===== src/rtl/gmii_rx_stim.sv =====
// GMII receive-side traffic generator: drives preamble, SFD, a deterministic payload
// and an inter-frame gap on NUM_PORTS ports in lockstep, with optional rxer injection.
module gmii_rx_stim #(
    parameter int NUM_PORTS = 4,
    parameter int LEN_W     = 11,
    parameter int PRE_LEN   = 7,
    parameter int IFG_MIN   = 12
) (
    input  logic                   clk,
    input  logic                   arst,
    input  logic                   start,
    input  logic                   stop,
    input  logic                   err_inject,
    input  logic [NUM_PORTS-1:0]   port_en,
    input  logic [LEN_W-1:0]       frame_len,
    input  logic [7:0]             ifg_len,
    input  logic [15:0]            num_frames,
    output logic [NUM_PORTS-1:0]   rxdv,
    output logic [NUM_PORTS-1:0]   rxer,
    output logic [8*NUM_PORTS-1:0] rxd,
    output logic                   busy,
    output logic                   done,
    output logic [15:0]            frames_sent
);

    localparam int CNT_W     = (LEN_W > 8) ? LEN_W : 8;
    // A zero-cycle gap cannot be represented by the state machine, so the floor is at least 1.
    localparam int GAP_FLOOR = (IFG_MIN < 1) ? 1 : IFG_MIN;

    typedef enum logic [2:0] {
        IDLE,
        PRE,
        SFD,
        PAY,
        IFG
    } state_t;

    state_t               state;
    state_t               state_nxt;

    logic [CNT_W-1:0]     cnt;
    logic [NUM_PORTS-1:0] en_q;
    logic [LEN_W-1:0]     len_q;
    logic [7:0]           gap_q;
    logic [15:0]          num_q;
    logic                 stop_pend;
    logic                 err_armed;
    logic                 finishing;

    logic                 pre_last;
    logic                 pay_last;
    logic                 ifg_last;
    logic                 run_over;
    logic                 err_fire;

    logic [NUM_PORTS-1:0]   rxdv_nxt;
    logic [NUM_PORTS-1:0]   rxer_nxt;
    logic [8*NUM_PORTS-1:0] rxd_nxt;
    logic                   busy_nxt;
    logic                   done_nxt;

    assign pre_last = (cnt == CNT_W'(PRE_LEN - 1));
    assign pay_last = (cnt == CNT_W'(len_q) - CNT_W'(1));
    assign ifg_last = (cnt == CNT_W'(gap_q) - CNT_W'(1));
    assign run_over = stop_pend || ((num_q != 16'd0) && (frames_sent == num_q));
    assign err_fire = (state == PAY) && (cnt == '0) && err_armed;

    always_ff @(posedge clk or posedge arst) begin
        if (arst) begin
            state <= IDLE;
        end else begin
            state <= state_nxt;
        end
    end

    always_comb begin
        state_nxt = state;
        case (state)
            IDLE: if (start)    state_nxt = PRE;
            PRE:  if (pre_last) state_nxt = SFD;
            SFD:                state_nxt = PAY;
            PAY:  if (pay_last) state_nxt = IFG;
            IFG:  if (ifg_last) state_nxt = run_over ? IDLE : PRE;
            default:            state_nxt = IDLE;
        endcase
    end

    // Counter restarts on every state change, so each phase counts its own cycles from zero.
    always_ff @(posedge clk or posedge arst) begin
        if (arst) begin
            cnt         <= '0;
            en_q        <= '0;
            len_q       <= LEN_W'(1);
            gap_q       <= 8'(GAP_FLOOR);
            num_q       <= '0;
            frames_sent <= '0;
            stop_pend   <= 1'b0;
            err_armed   <= 1'b0;
            finishing   <= 1'b0;
        end else begin
            finishing <= (state == IFG) && (state_nxt == IDLE);

            if ((state == IDLE) && start) begin
                en_q        <= port_en;
                len_q       <= (frame_len == '0) ? LEN_W'(1) : frame_len;
                gap_q       <= (ifg_len < 8'(GAP_FLOOR)) ? 8'(GAP_FLOOR) : ifg_len;
                num_q       <= num_frames;
                frames_sent <= '0;
                cnt         <= '0;
            end else begin
                if (state != state_nxt) begin
                    cnt <= '0;
                end else if (state != IDLE) begin
                    cnt <= cnt + CNT_W'(1);
                end
                if ((state == PAY) && pay_last) begin
                    frames_sent <= frames_sent + 16'd1;
                end
            end

            if (state_nxt == IDLE) begin
                stop_pend <= 1'b0;
            end else if (stop && (state != IDLE)) begin
                stop_pend <= 1'b1;
            end

            err_armed <= (err_armed | err_inject) & ~err_fire;
        end
    end

    // Output values are computed from the current phase and registered one cycle later.
    always_comb begin
        rxdv_nxt = '0;
        rxer_nxt = '0;
        rxd_nxt  = '0;
        busy_nxt = (state != IDLE);
        done_nxt = finishing;
        for (int p = 0; p < NUM_PORTS; p++) begin
            if (en_q[p]) begin
                case (state)
                    PRE: begin
                        rxdv_nxt[p]       = 1'b1;
                        rxd_nxt[8*p +: 8] = 8'h55;
                    end
                    SFD: begin
                        rxdv_nxt[p]       = 1'b1;
                        rxd_nxt[8*p +: 8] = 8'hD5;
                    end
                    PAY: begin
                        rxdv_nxt[p]       = 1'b1;
                        rxer_nxt[p]       = err_fire;
                        rxd_nxt[8*p +: 8] = cnt[7:0] + 8'(64 * p);
                    end
                    default: begin
                        rxdv_nxt[p]       = 1'b0;
                        rxd_nxt[8*p +: 8] = 8'h00;
                    end
                endcase
            end
        end
    end

    always_ff @(posedge clk or posedge arst) begin
        if (arst) begin
            rxdv <= '0;
            rxer <= '0;
            rxd  <= '0;
            busy <= 1'b0;
            done <= 1'b0;
        end else begin
            rxdv <= rxdv_nxt;
            rxer <= rxer_nxt;
            rxd  <= rxd_nxt;
            busy <= busy_nxt;
            done <= done_nxt;
        end
    end

endmodule

===== config.mk =====
export PLATFORM = sky130hd
export DESIGN_NAME = gmii_rx_stim
export DESIGN_NICKNAME = d
export VERILOG_FILES = /design/src/rtl/gmii_rx_stim.sv
export SDC_FILE = /design/constraint.sdc
export NUM_CORES = 1
export LEC_CHECK = 0
export CORE_AREA = 10 10 124 126
export CTS_CLUSTER_SIZE = 40
export DETAILED_ROUTE_END_ITERATION = 16
export DIE_AREA = 0 0 134 136
export HOLD_SLACK_MARGIN = 0.06
export PLACE_DENSITY = 0.81
export SYNTH_ARGS = -nofsm -noshare
export SYNTH_HDL_FRONTEND = slang
export SYNTH_SLANG_ARGS = --single-unit

===== constraint.sdc =====
create_clock -name clk -period 5.3 [get_ports clk]
set_input_delay 1.06 -clock clk [delete_from_list [all_inputs] [get_ports clk]]
set_output_delay 1.06 -clock clk [all_outputs]
set_load 0.005 [all_outputs]

Yosys cells after proc, flatten, opt, wreduce, memory -nomap -nowiden. Cells that the tools add are included.

Add/subtract/negate cells: 7. Order comparisons: 1. Equal/unequal tests: 9. Muxes and demuxes: 33. Bitwise gates (word level): 3. Reduce and logical (&&, ||, !) cells: 18.

Operators by type and width (number): 8-bit case mux with 3 select lines (4); 11-bit 2-to-1 mux (4); 8-bit 2-to-1 mux (5); 16-bit 2-to-1 mux (2); 11-bit equality test (2); 11-bit zero test (2); 16-bit by 1-bit adder with 16-bit output, second input constant (1); 8-bit adder, second input constant (2); 16-bit equality test (1); 16-bit nonzero test (1); 3-bit case mux with 5 select lines (1); 1-bit 2-to-1 mux (13); 3-bit 2-to-1 mux (4); 11-bit by 1-bit adder with 11-bit output, second input constant (1); 11-bit by 3-bit equality test with 1-bit output, second input constant (1); 11-bit by 1-bit subtractor with 11-bit output, second input constant (1); 8-bit by 1-bit subtractor with 9-bit output, second input constant (1); 8-bit by 7-bit adder with 8-bit output, second input constant (1); 8-bit by 4-bit < comparator with 1-bit output, second input constant (1); 1-bit logical AND (7); 3-bit by 2-bit equality test with 1-bit output, second input constant (2); 3-bit zero test (2); 3-bit nonzero test (2); 2-bit nonzero test (2); other kinds (8) (8).

Register bits after elaboration: 114. Input port bits: 44. Output and inout bits: 58. Word-level logic and storage cells: 86.

Logic depth before layout (Yosys ltp).
Depth in word-level cells: 9. Depth in mapped cells: 10.

Worst setup path after synthesis. OpenSTA, ideal clock, no wires.

Path type: flip-flop to flip-flop. Start point: register gap_q[0]. End point: register cnt[4]. Library setup time: 0.087 ns. Data arrival time: 2.694 ns. Path slack: 2.519 ns. Cell stages (with the launch flop): 11. Cell sequence: dfrtp_1 inv_1 ha_1 nor3b_1 a31oi_1 or4_1 a2111oi_2 nand3_1 a31o_2 buf_2 a211oi_2.

Longest elaborated chain between the ends: 7. Elaborated cells between the ends (all ways): 8. Those cells by class: add/sub: 1; eq/ne: 2; mux: 4; reduce/logical: 1.

RTL lines: start, declared (RTL line 44) `logic [7:0] gap_q;`; start signal, assigned (RTL line 94) `gap_q <= 8'(GAP_FLOOR);`; start signal, assigned (RTL line 106) `gap_q <= (ifg_len < 8'(GAP_FLOOR)) ? 8'(GAP_FLOOR) : ifg_len;`; 8-bit by 1-bit subtractor with 9-bit output * (RTL line 64) `assign ifg_last = (cnt == CNT_W'(gap_q) - CNT_W'(1));`; 11-bit equality test * (RTL line 64); 3-bit 2-to-1 mux * (RTL line 83) `IFG: if (ifg_last) state_nxt = run_over ? IDLE : PRE;`; 3-bit case mux with 5 select lines * (RTL line 78) `case (state)`; 3-bit inequality test * (RTL line 111) `if (state != state_nxt) begin`; 11-bit 2-to-1 mux (RTL line 111); 11-bit 2-to-1 mux (RTL line 103) `if ((state == IDLE) && start) begin`; end signal, assigned (RTL line 114) `cnt <= cnt + CNT_W'(1);`; end, declared (RTL line 41) `logic [CNT_W-1:0] cnt;`.

Mark *: on every way between the ends. The rest lies on a longest branch, timed or not. A chain may end at the register's enable or synchronous reset.

Worst setup path in the final report.
Start point: register gap_q[0]. End point: register cnt[0].

Same word-level chain as after synthesis.

==> impl_metrics.yaml <==
run_status:
  status: "completed"
routing:
  wirelength_mm: 15.1
  drt_iter0_drc: 423
  via_per_inst: 5.50
  vias: 4907
  wl_per_cell_um: 16.9
  drc: 0
  ant_nets: 0
  dr.pass1.iters: 5
pwr:
  internal_power_mw: 1.75
  p_per_area_nw_per_um2: 331
  power_frac_comb_pct: 12.4
  p_sw_share_pct: 28.8
  ir_drop_uv: 179
  p_seq_share_pct: 41.0
  p_clk_share_pct: 46.6
  power_switching_mw: 0.705
  p_leak_nw: 3.41
timing:
  tightest_slew_ns: 1.14
  hold_viol: 0
  maxClockFrequency_mhz: 296
  rsz0062_at_grt: "no"
  min_period_over_period_pct: 63.8
  period_minus_slack_ns: 3.38
  slew_violations: 0
  setup_viol: 0
  setup-tns-final_ns: 0
  relSlewSlack_pct: 23.9
  fin_skew_ns: 0.00821
finish:
  mostFrequentLayoutCell: "nand2_1"
  area_growth_pct: 29.6
  final_nets: 755
  post-route-util_pct: 57.1
  antennaDiodeCount: 0
  post_route_cells_drive_above_1_share_pct: 8.10
  final_cell_mix: "nand2_1 (128), dfrtp_1 (111), clkdlybuf4s50_1 (101)"
  instances_no_fill: 892
grt:
  grt_pass1_vias: 4888
  grt_pass1_wl_mm: 24.4
  grtUsageTotal_pct: 16.7
  antenna_found_initial: 0
  grt_remaining_overflow: 0
  grt_max_degree: 90
worst_setup_path:
  reg2reg_slack_ns: 1.92
  reg2reg_depth: 9
  worstPathCellList: "inv_1 > ha_1 > nor3b_1 > a211oi_1 > nor4_1 > a2111oi_2 > a311oi_1 > nand3_1 > a221oi_1"
  path_class: "flip-flop to flip-flop"
  rr_endpoint: "cnt[0]"
  cp_top_family: "simple AND/OR/NAND/NOR gates"
  r2r_start: "gap_q[0]"
  worstPathArrival_ns: 3.68
  cp_slowest_cell: "nor3b_1"
  cp-endpoint: "cnt[0]"
  end_kind: "flip-flop"
  path_buf_inv: 1
  crit_start: "gap_q[0]"
  cp.required_ns: 5.61
  cp_num_cells: 9
  cp-start-kind: "flip-flop"
  path_max_fanout: 11
  worst_path_largest_cell_delay_ns: 0.58
die:
  die-area_um2: 18200
  rows: 42
  fp.dieW_um: 134
  io_pins: 102
  start_util_pct: 44.1
  fp.coreArea_um2: 13000
  die_h_um: 136
synthesis:
  netlist_top_cells_area: "dfrtp_1 (49%), nand2_1 (8.4%), xor2_1 (3.7%)"
  synth_top_flop_cell: "dfrtp_1"
  yosys.area.top_type: "dfrtp_1"
  synth.distinct_cells: 63
  synth.net_count: 666
  synth_edf_count: 0
  ys_ff_latch: 114
  synth-async-reset-ratio_pct: 100
  netlist_instances: 614
  yosys_warnings: 0
  yosysSeqAreaShare_pct: 49.9
  netlist_area_um2: 5720
  synth.avg_cell_area_um2: 9.31
  synth_top_area_share_pct: 48.6
clock_network:
  post_cts_buffers: 0
  htree_levels: 4
  cts_root_buffer: "clkbuf_16"
  postCtsHoldBufs: 0
  clockBufferDepth: 2
  cts_buffers: 17
  postCtsResizedCells: 0
  clock_latency_ns: 0.42
  clock_sinks: 114
  path_clk_slew_ns: 0.06
  cts_tree: "yes"
placed_design:
  place_inst: 860
  io_buffers: 101
  hpwl_mm: 10.8
  gp_congestion: 0.885
worst_hold_path:
  hold_class: "flip-flop to flip-flop"
flow_run:
  maxCapViolCount: 0
-- registers in the layout, indices dropped and copies added, names as in the netlist --
signal,flops
cnt,11
stop_pend,1
en_q,4
frames_sent,16
done,1
gap_q,8
busy,1
num_q,16
done_nxt,1
rxdv,4
rxer,4
rxd,32
err_armed,1
len_q,11
state,3
-- cells by family (layout without fill, tap and decap cells) --
logic type / Yosys count / in the layout / synth area share (%)
xor gates and xnor gates: 37 / 37 / 5.67
buffers and inverters: 56 / 158 / 4.16
and+or+nand+nor: 303 / 303 / 26.4
AOI/OAI and AO/OA: 91 / 91 / 11.2
DFF: 114 / 114 / 49.9
muxes: 5 / 5 / 0.875
adders and majority gates: 8 / 8 / 1.75
-- worst min-delay path by stage --
stage | end | from | cells past startpoint | slack, ns
after global placement | done | done_nxt | 0 | 0.34
after global routing | done | done_nxt | 0 | 0.37
final | done | done_nxt | 0 | 0.36
after detailed placement | done | done_nxt | 0 | 0.34
after CTS | done | done_nxt | 0 | 0.35
after floorplan | done | done_nxt | 0 | 0.33
-- power groups by stage --
stage | Clock, mW | Combinational [mW] | Sequential (mW)
floorplan | 0 | 0.274 | 0.934
global placement | 0 | 0.291 | 1.01
detailed placement | 0 | 0.302 | 1.02
CTS | 1.15 | 0.304 | 1.00
global route | 1.19 | 0.339 | 1.01
finish | 1.14 | 0.305 | 1.01
-- metrics by stage --
step	setup slack [ns]	area [um^2]	power, mW	hold slack, ns
after global placement	1.97	6820	1.31	0.337
after detailed placement	1.82	6820	1.32	0.343
final	1.92	7410	2.45	0.355
after floorplan	1.23	5720	1.21	0.331
after global routing	1.69	7410	2.54	0.365
after CTS	1.98	7410	2.46	0.355
-- worst register-to-register path: stages, from the launching register on --
cell and delay, ns:
dfrtp_1 0.41, inv_1 0.09, ha_1 0.22, nor3b_1 0.59, a211oi_1 0.17, nor4_1 0.50
a2111oi_2 0.13, a311oi_1 0.36, nand3_1 0.43, a221oi_1 0.39
-- synth_stat cells, types with 10 or more instances --
library cell  count
a21oi_1          30
or3_1            17
inv_1            22
nor4_1           18
clkbuf_1         25
xnor2_1          13
xor2_1           24
and3_1           18
nor2_1           44
nand2_1         128
nand3_1          17
dfrtp_1         111
o21ai_0          20
nor3_1           10
-- routing by layer --
metal	global-route usage [%]	part of all wire, %	vias up
li1	-	-	2307
met1	19.2	41	2344
met2	27.4	48	211
met3	4.83	8.6	45
met4	9.61	2.9	0
met5	0	0	-
-- cell type report --
class                      count  area, um^2
clock buffer                  17         425
fill                        1090        5570
inverter                      23        88.8
multi-input combinational    444        2630
timing repair buffer         103        1030
sequential                   114        2860
clock inverter                15         170
tap                          176         220
Note: power is estimated with default switching activity, not from simulation.
